### src/rtl/polar64_pkg.sv
// Shared types and constants for the polar64 decoder scheduler.
package polar64_pkg;

   localparam int unsigned RX_W        = 64;
   localparam int unsigned DATA_W      = 24;
   localparam int unsigned ID_MAX_W    = 3;
   localparam int unsigned DEC_MAX_LAT = 12;

   typedef enum logic [1:0] {
      IDLE,
      ISSUE,
      WAIT,
      RESP
   } sched_state_t;

   // Response payload; id is sized for the largest supported requester count.
   typedef struct packed {
      logic [ID_MAX_W-1:0] id;
      logic [DATA_W-1:0]   data;
      logic                ok;
      logic                err;
   } dec_resp_t;

endpackage

### src/rtl/rr_arbiter.sv
// Combinational round-robin arbiter: grants the first request at or after ptr, wrapping.
module rr_arbiter #(
   parameter  int unsigned N  = 4,
   localparam int unsigned IW = $clog2(N)
) (
   input  logic [N-1:0]  req,
   input  logic [IW-1:0] ptr,
   input  logic          en,
   output logic [N-1:0]  grant,
   output logic [IW-1:0] idx,
   output logic          any
);

   always_comb begin
      logic [IW-1:0] k;
      k     = '0;
      grant = '0;
      idx   = '0;
      any   = 1'b0;
      for (int unsigned i = 0; i < N; i++) begin
         k = IW'((32'(ptr) + i) % N);
         if (en && !any && req[k]) begin
            any      = 1'b1;
            grant[k] = 1'b1;
            idx      = k;
         end
      end
   end

endmodule

### src/rtl/polar64_decode_sched.sv
// Shares one polar64 decoder between N_REQ requesters: round-robin grant,
// start/done sequencing with a done-timeout, tagged responses and outcome counters.
module polar64_decode_sched
   import polar64_pkg::*;
#(
   parameter int unsigned N_REQ   = 4,
   parameter int unsigned TIMEOUT = 16,
   parameter int unsigned CNT_W   = 16
) (
   input  logic                     clk,
   input  logic                     rst,
   input  logic [N_REQ-1:0]         req_valid,
   output logic [N_REQ-1:0]         req_ready,
   input  logic [N_REQ*64-1:0]      req_rx,
   output logic                     resp_valid,
   input  logic                     resp_ready,
   output logic [$clog2(N_REQ)-1:0] resp_id,
   output logic [23:0]              resp_data,
   output logic                     resp_ok,
   output logic                     resp_err,
   output logic                     dec_start,
   output logic [63:0]              dec_rx,
   input  logic                     dec_done,
   input  logic [23:0]              dec_data,
   input  logic                     dec_valid,
   output logic [CNT_W-1:0]         cnt_ok,
   output logic [CNT_W-1:0]         cnt_fail,
   output logic [CNT_W-1:0]         cnt_tmo
);

   localparam int unsigned ID_W  = $clog2(N_REQ);
   localparam int unsigned TMO_W = $clog2(TIMEOUT);

   sched_state_t      state;
   logic [ID_W-1:0]   rr_ptr;
   logic [ID_W-1:0]   job_id;
   logic [RX_W-1:0]   job_rx;
   logic [TMO_W-1:0]  tmo_cnt;
   dec_resp_t         resp_q;

   logic [N_REQ-1:0]  gnt;
   logic [ID_W-1:0]   gnt_idx;
   logic              gnt_any;
   logic [RX_W-1:0]   grant_rx;
   logic              unused_id_hi;

   rr_arbiter #(.N(N_REQ)) u_arb (
      .req   (req_valid),
      .ptr   (rr_ptr),
      .en    ((state == IDLE) && !rst),
      .grant (gnt),
      .idx   (gnt_idx),
      .any   (gnt_any)
   );

   // Handshake is combinational in IDLE; the grant is already qualified by req_valid.
   assign req_ready = gnt;

   always_comb begin
      grant_rx = '0;
      for (int unsigned i = 0; i < N_REQ; i++) begin
         if (gnt[i]) grant_rx = req_rx[RX_W*i +: RX_W];
      end
   end

   assign dec_rx       = job_rx;
   assign resp_id      = resp_q.id[ID_W-1:0];
   assign resp_data    = resp_q.data;
   assign resp_ok      = resp_q.ok;
   assign resp_err     = resp_q.err;
   assign unused_id_hi = ^resp_q.id;

   always_ff @(posedge clk) begin
      if (rst) begin
         state      <= IDLE;
         rr_ptr     <= '0;
         job_id     <= '0;
         job_rx     <= '0;
         tmo_cnt    <= '0;
         resp_q     <= '0;
         resp_valid <= 1'b0;
         dec_start  <= 1'b0;
         cnt_ok     <= '0;
         cnt_fail   <= '0;
         cnt_tmo    <= '0;
      end else begin
         dec_start <= 1'b0;
         case (state)
            IDLE: begin
               if (gnt_any) begin
                  job_rx    <= grant_rx;
                  job_id    <= gnt_idx;
                  dec_start <= 1'b1;
                  state     <= ISSUE;
               end
            end
            ISSUE: begin
               tmo_cnt <= '0;
               state   <= WAIT;
            end
            WAIT: begin
               tmo_cnt <= tmo_cnt + TMO_W'(1);
               // A done in the timeout cycle still counts as a real result.
               if (dec_done) begin
                  resp_q.id   <= ID_MAX_W'(job_id);
                  resp_q.data <= dec_data;
                  resp_q.ok   <= dec_valid;
                  resp_q.err  <= 1'b0;
                  resp_valid  <= 1'b1;
                  state       <= RESP;
               end else if (tmo_cnt == TMO_W'(TIMEOUT - 1)) begin
                  resp_q.id   <= ID_MAX_W'(job_id);
                  resp_q.data <= '0;
                  resp_q.ok   <= 1'b0;
                  resp_q.err  <= 1'b1;
                  resp_valid  <= 1'b1;
                  state       <= RESP;
               end
            end
            RESP: begin
               if (resp_ready) begin
                  resp_valid <= 1'b0;
                  if (resp_q.err) begin
                     if (cnt_tmo != {CNT_W{1'b1}}) cnt_tmo <= cnt_tmo + CNT_W'(1);
                  end else if (resp_q.ok) begin
                     if (cnt_ok != {CNT_W{1'b1}}) cnt_ok <= cnt_ok + CNT_W'(1);
                  end else begin
                     if (cnt_fail != {CNT_W{1'b1}}) cnt_fail <= cnt_fail + CNT_W'(1);
                  end
                  rr_ptr <= (job_id == ID_W'(N_REQ - 1)) ? '0 : job_id + ID_W'(1);
                  state  <= IDLE;
               end
            end
            default: state <= IDLE;
         endcase
      end
   end

endmodule

### config.mk
export PLATFORM = sky130hd
export DESIGN_NAME = polar64_decode_sched
export DESIGN_NICKNAME = d
export VERILOG_FILES = /design/src/rtl/polar64_pkg.sv /design/src/rtl/rr_arbiter.sv /design/src/rtl/polar64_decode_sched.sv
export SDC_FILE = /design/constraint.sdc
export NUM_CORES = 1
export LEC_CHECK = 0
export ABC_AREA = 1
export CORE_AREA = 2 2 167 169
export DETAILED_ROUTE_END_ITERATION = 8
export DIE_AREA = 0 0 169 171
export GPL_ROUTABILITY_DRIVEN = 0
export PLACE_DENSITY = 0.67
export RECOVER_POWER = 100
export SLEW_MARGIN = 20
export SYNTH_ARGS = -nofsm -noshare
export SYNTH_HDL_FRONTEND = slang
export SYNTH_SLANG_ARGS = --single-unit
### constraint.sdc
create_clock -name clk -period 3.9 [get_ports clk]
set_clock_uncertainty 0.05 [all_clocks]
set_input_delay 0.78 -clock clk [delete_from_list [all_inputs] [get_ports clk]]
set_output_delay 0.78 -clock clk [all_outputs]
set_load 0.01 [all_outputs]
# Yosys cells after proc, flatten, opt, wreduce, memory -nomap -nowiden
# Index checks and enable logic that the tools add are counted.
# W data, S select, Z words.
# totals
regBits,152
latchBits,0
ram_bits,0
romBits,0
input_bits,289
output_inout_bits,146
word_cells,122
n_memories,0
# op_classes
n_addsub,8
mul,0
div_mod_pow,0
n_lt_le_gt_ge,8
eq_ne,11
shift,0
n_mux,46
bitwise,6
n_reduce_logical,29
# ops
operator,count
$mux W64,4
$mux W28,2
$add A16 B1 Y16 const B,3
$ne A16 B16 Y1 const B,3
$mux W2,9
$mux W1,16
$mux W4,4
$logic_and A1 B1 Y1,12
$lt A2 B3 Y1 const B,4
$or A4 B4 Y4,3
$reduce_and A5 Y1,2
$bmux W1 S2,4
$demux W1 S2,4
$ge A2 B1 Y1 const B,4
$pmux W2 S4,1
$pmux W4 S2,1
$eq A2 B2 Y1 const B,3
$reduce_and A2 Y1,3
$reduce_and A3 Y1,2
$reduce_bool A2 Y1,3
$add A2 B1 Y2 const B,2
$add A2 B2 Y2 const B,2
$add A4 B1 Y4 const B,1
$eq A4 B4 Y1 const B,1
9 further kinds,15

# Logic depth before layout (Yosys ltp)
# Gate-level depths: netlist of run 1.
# depth
word_depth,20
depth_mapped,16
depth_no_buf,15

# Modules after synthesis
# A second synthesis of run 1 with hierarchy kept.
# hier_totals
cells_unflattened,1323
area_unflattened_um2,8749.6
# modules_own_cells
mod,n_inst,cells_each,area_per_inst_um2,seq_area_each_um2
polar64_decode_sched,1,1231,8205.4,3042.9
rr_arbiter,1,92,544.3,0.0

# Least setup slack after synthesis of run 1
# Ideal clock, no wire load.
# synth_timing
path_kind,register -> output
from,reg rr_ptr[1]
to,out req_ready[3]
t_arrival_ps,1982
required_time_ps,3070
path_slack_ps,1088
stages_incl_launch_ff,12
n_path_buf,2
path_cell_list,dfxtp_1 > inv_1 > ha_1 > inv_1 > nand3_4 > nand2_1 > nand3_4 > nor2_4 > a21oi_1 > nand2_2 > buf_6 > buf_2
# synth_between
elab_chain_len,16
elab_cells_between_ends,51
classes_between,add/sub: 3; order compare: 8; mux: 23; bitwise: 3; reduce/logical: 14
# synth_lines
element,line,text
from (decl),polar64_decode_sched.sv:35,logic [ID_W-1:0] rr_ptr;
from (signal assigned),polar64_decode_sched.sv:130,rr_ptr <= (job_id == ID_W'(N_REQ - 1)) ? '0 : job_id + ID_W'(1);
branches (longest 15 deep; another with $lt A2 B3 Y1),--,
$mux W4 (*),rr_arbiter.sv:22,if (en && !any && req[k]) begin
to (decl),polar64_decode_sched.sv:13,"output logic [N_REQ-1:0] req_ready,"
# Every way passes the cells marked *. The select of a mux whose other input is x is not followed.

# Final worst setup path of run 1
# layout_timing
from,reg rr_ptr[1]
to,out req_ready[2]
# Same word-level chain as after synthesis.

==> flow_metrics.py, run 1 <==
metrics = {
    "finish": {
        "nFillCells": 2695,
        "area_growth_pct": 57.7,
        "instances_no_fill": 2072,
        "nNetsFinal": 2007,
        "drive_above_1_share_pct": 4.20,
    },
    "synth": {
        "async_reset_ff_share_pct": 0,
        "avgSynthCellArea_um2": 6.60,
        "synth_cells": 1320,
        "ys_ff_latch": 152,
        "ys_warn_count": 0,
        "synth_ff_type": "dfxtp_1",
        "seq_area_frac_synth_pct": 34.9,
        "syn_area_um2": 8710,
        "synth.distinct_cells": 40,
        "syn_nets": 1625,
        "synth-edff-count": 0,
    },
    "pwr": {
        "p_int_mw": 4.22,
        "p_clk_share_pct": 23.6,
        "vdd_drop_max_uv": 296,
        "power_frac_comb_pct": 46.0,
        "swShare_pct": 40.1,
        "seqPwrFrac_pct": 30.3,
        "p_switching_mw": 2.82,
        "power_density_nw_per_um2": 513,
        "leakagePower_nw": 5.79,
    },
    "drt": {
        "drtPass1Iterations": 5,
        "vias_per_cell": 5.08,
        "antenna_left": 0,
        "wl_mm": 36.0,
        "drt-initial-drc-count": 639,
        "drc_errors": 0,
        "vias": 10500,
        "wl_per_cell_um": 17.4,
    },
    "timing": {
        "rsz0062_at_grt": "false",
        "timing.fmax_ghz": 0.267,
        "tightestPinTransition_ps": 1160,
        "finalMaxSlewViolations": 0,
        "fin_setup_tns_ps": 0,
        "finalHoldViolCount": 0,
        "fin_crit_ps": 3740,
        "relSlewSlack_pct": 22.6,
        "setup_viol": 0,
        "final.period_utilization_pct": 96.0,
    },
    "clocking": {
        "htree_levels": 4,
        "cts_tree": "yes",
        "cts_setup_buffers": 0,
        "post_cts_resized": 0,
        "cts-root-buf": "clkbuf_16",
        "cts_max_path_buffers": 2,
        "clk_latency_ps": 430,
        "path_clk_slew_ps": 70,
        "numCtsBuffers": 17,
        "hold_buffers": 0,
        "numClockSinks": 152,
    },
    "setup_path": {
        "crit_required_ps": 3070,
        "cp_max_fo": 10,
        "worstSetupStartpointType": "flop",
        "worstSetupPathType": "flop to output pin",
        "end_kind": "output pin",
        "critPathArrivalTime_ps": 2910,
    },
    "die": {
        "die_x_um": 169,
        "ios": 435,
        "fp-row-count": 61,
        "core-area_um2": 27300,
        "die_h_um": 171,
        "start_util_pct": 31.9,
        "die-area_um2": 28900,
    },
    "place": {
        "port_buffers": 434,
        "hpwl_mm": 26.0,
        "dp.cells": 2029,
    },
    "global_routing": {
        "grt_pass1_vias": 9738,
        "antenna_found_initial": 15,
        "gr-usage-met3_pct": 7.93,
        "grt_overflow": 0,
        "grt.total_usage_pct": 23.9,
        "grtUsageMet2_pct": 39.3,
        "grt_pass1_wl_mm": 54.3,
        "grt_max_degree": 129,
        "top_usage_layer": "met2",
        "use_met1_pct": 28.4,
    },
    "flow_run": {
        "cap_viol_max_count": 0,
    },
    "hold_path": {
        "hold_class": "flop to flop",
    },
    "status": {
        "outcome": "finished clean",
    },
}
## logic make-up after synthesis
kind of cell             count (synthesis)  synth area share [%]
AO/OA/AOI/OAI                          437                  25.5
XOR/XNOR                                10                  1.01
adder cells (fa/ha/maj)                 16                  2.30
buffers and inverters                  218                  11.4
flip-flops                             152                  34.9
AND/OR/NAND/NOR                        487                  24.9
## Yosys cell counts, types with 2 or more instances
cell type,count,area share [%]
ha_1,16,2.3
buf_6,14,1.8
buf_4,9,0.78
dfxtp_1,152,35
a31oi_1,3,0.22
clkbuf_1,32,1.4
nor4_1,4,0.29
nand2_1,275,12
nand2_2,5,0.36
nor3b_1,3,0.26
o22ai_1,2,0.14
inv_1,125,5.4
xnor2_1,6,0.60
nand4_1,20,1.4
buf_2,29,1.7
a21oi_1,388,22
xor2_1,4,0.40
nand3_2,5,0.57
inv_2,6,0.26
o21ai_0,35,2.0
nand3_4,4,0.80
nor2_2,2,0.14
o21a_1,3,0.26
nor2_1,56,2.4
nand3_1,89,5.1
nor3_1,19,1.1
## metrics by stage
stage	area [µm²]	worst slack, ps	hold WS [ps]	total power [mW]	utilization [%]
final	13700	157	407	7.05	50.3
after global routing	13700	21.7	440	7.57	50.3
after CTS	13700	96.0	413	7.30	50.3
after detailed placement	13200	370	404	5.59	48.2
after global placement	13200	399	398	5.53	48.2
after floorplan	8710	1090	407	4.09	-
## sequential cells by signal, summed over array words and instances (netlist names)
register    flops
dec_rx         64
state           2
job_id          2
cnt_tmo        16
cnt_ok         16
dec_start       1
resp_data      24
resp_err        1
resp_id         2
rr_ptr          2
tmo_cnt         4
resp_valid      1
cnt_fail       16
resp_ok         1
## area by class of cell
cell class / count / area [µm²] / share of cell area (%)
repair buffers: 448 / 4480 / 32.6
inverters: 133 / 502 / 3.65
diodes: 11 / 27.5 / 0.200
flip-flops and latches: 152 / 3040 / 22.2
clock buffers: 17 / 425 / 3.10
well taps: 346 / 433 / 3.15
multi-input cells: 950 / 4670 / 34.0
clock inverters: 15 / 161 / 1.17
## worst paths after layout
path	slack (ps)	cells after the start	start	end
setup reg to reg	470	12	rr_ptr[1]	dec_rx[55]
hold / removal	410	2	resp_data[22]	resp_data[22]
setup / recovery	160	8	rr_ptr[1]	req_ready[2]
hold reg to reg	410	2	resp_data[22]	resp_data[22]
## power by group through the flow
stage	logic, mW	clock network [mW]	registers (mW)
6_report	3.25	1.67	2.14
5_1_grt	3.58	1.80	2.19
4_1_cts	3.42	1.73	2.15
3_5_place_dp	3.41	0	2.18
3_3_place_gp	3.36	0	2.17
2_1_floorplan	1.75	0	2.34
## cell usage in the layout, fill, tap and decap left out, drive strengths merged
master	Yosys	routed
clkinvlp	0	2
a221oi	1	1
a21oi	388	388
nor3	20	20
nand3	98	98
diode	0	11
nand4	20	20
clkbuf	32	21
o21a	3	3
a31o	1	1
nand3b	1	1
a31oi	3	3
o211a	1	1
inv	131	136
buf	53	11
xor2	4	4
clkdlybuf4s50	0	289
o21ai	36	36
clkinv	2	10
and3	1	1
dlygate4sd3	0	144
xnor2	6	6
a211oi	1	1
o22ai	2	2
ha	16	16
nor3b	3	3
nand2	281	281
dfxtp	152	152
nor2	59	59
o31ai	1	1
nor4	4	4
## critical path, stage by stage (launching register included)
cell             delay, ps
dfxtp_1                460
inv_2                  160
ha_1                   350
inv_1                  180
nand3_4                120
nand3_1                270
nand4_1                230
nand3_4                130
clkdlybuf4s50_1        590
## layer usage
layer,wire length (µm),part of all wire (%),vias up
li1,-,-,5198
met1,14400,40,4833
met2,17100,48,426
met3,3190,8.9,70
met4,1210,3.4,6
met5,39,0.11,-
Note: power is estimated with default switching activity, not from simulation.
==> inputs of run 2 (changes only) <==
--- a/config.mk
+++ b/config.mk
@@ -7,6 +7,7 @@
 export LEC_CHECK = 0
 export ABC_AREA = 1
 export CORE_AREA = 2 2 167 169
+export CTS_CLUSTER_SIZE = 16
 export DETAILED_ROUTE_END_ITERATION = 8
 export DIE_AREA = 0 0 169 171
 export GPL_ROUTABILITY_DRIVEN = 0
==> results of run 2 <==
Same layout as run 1: the final DEF is identical, and so are final timing and power.
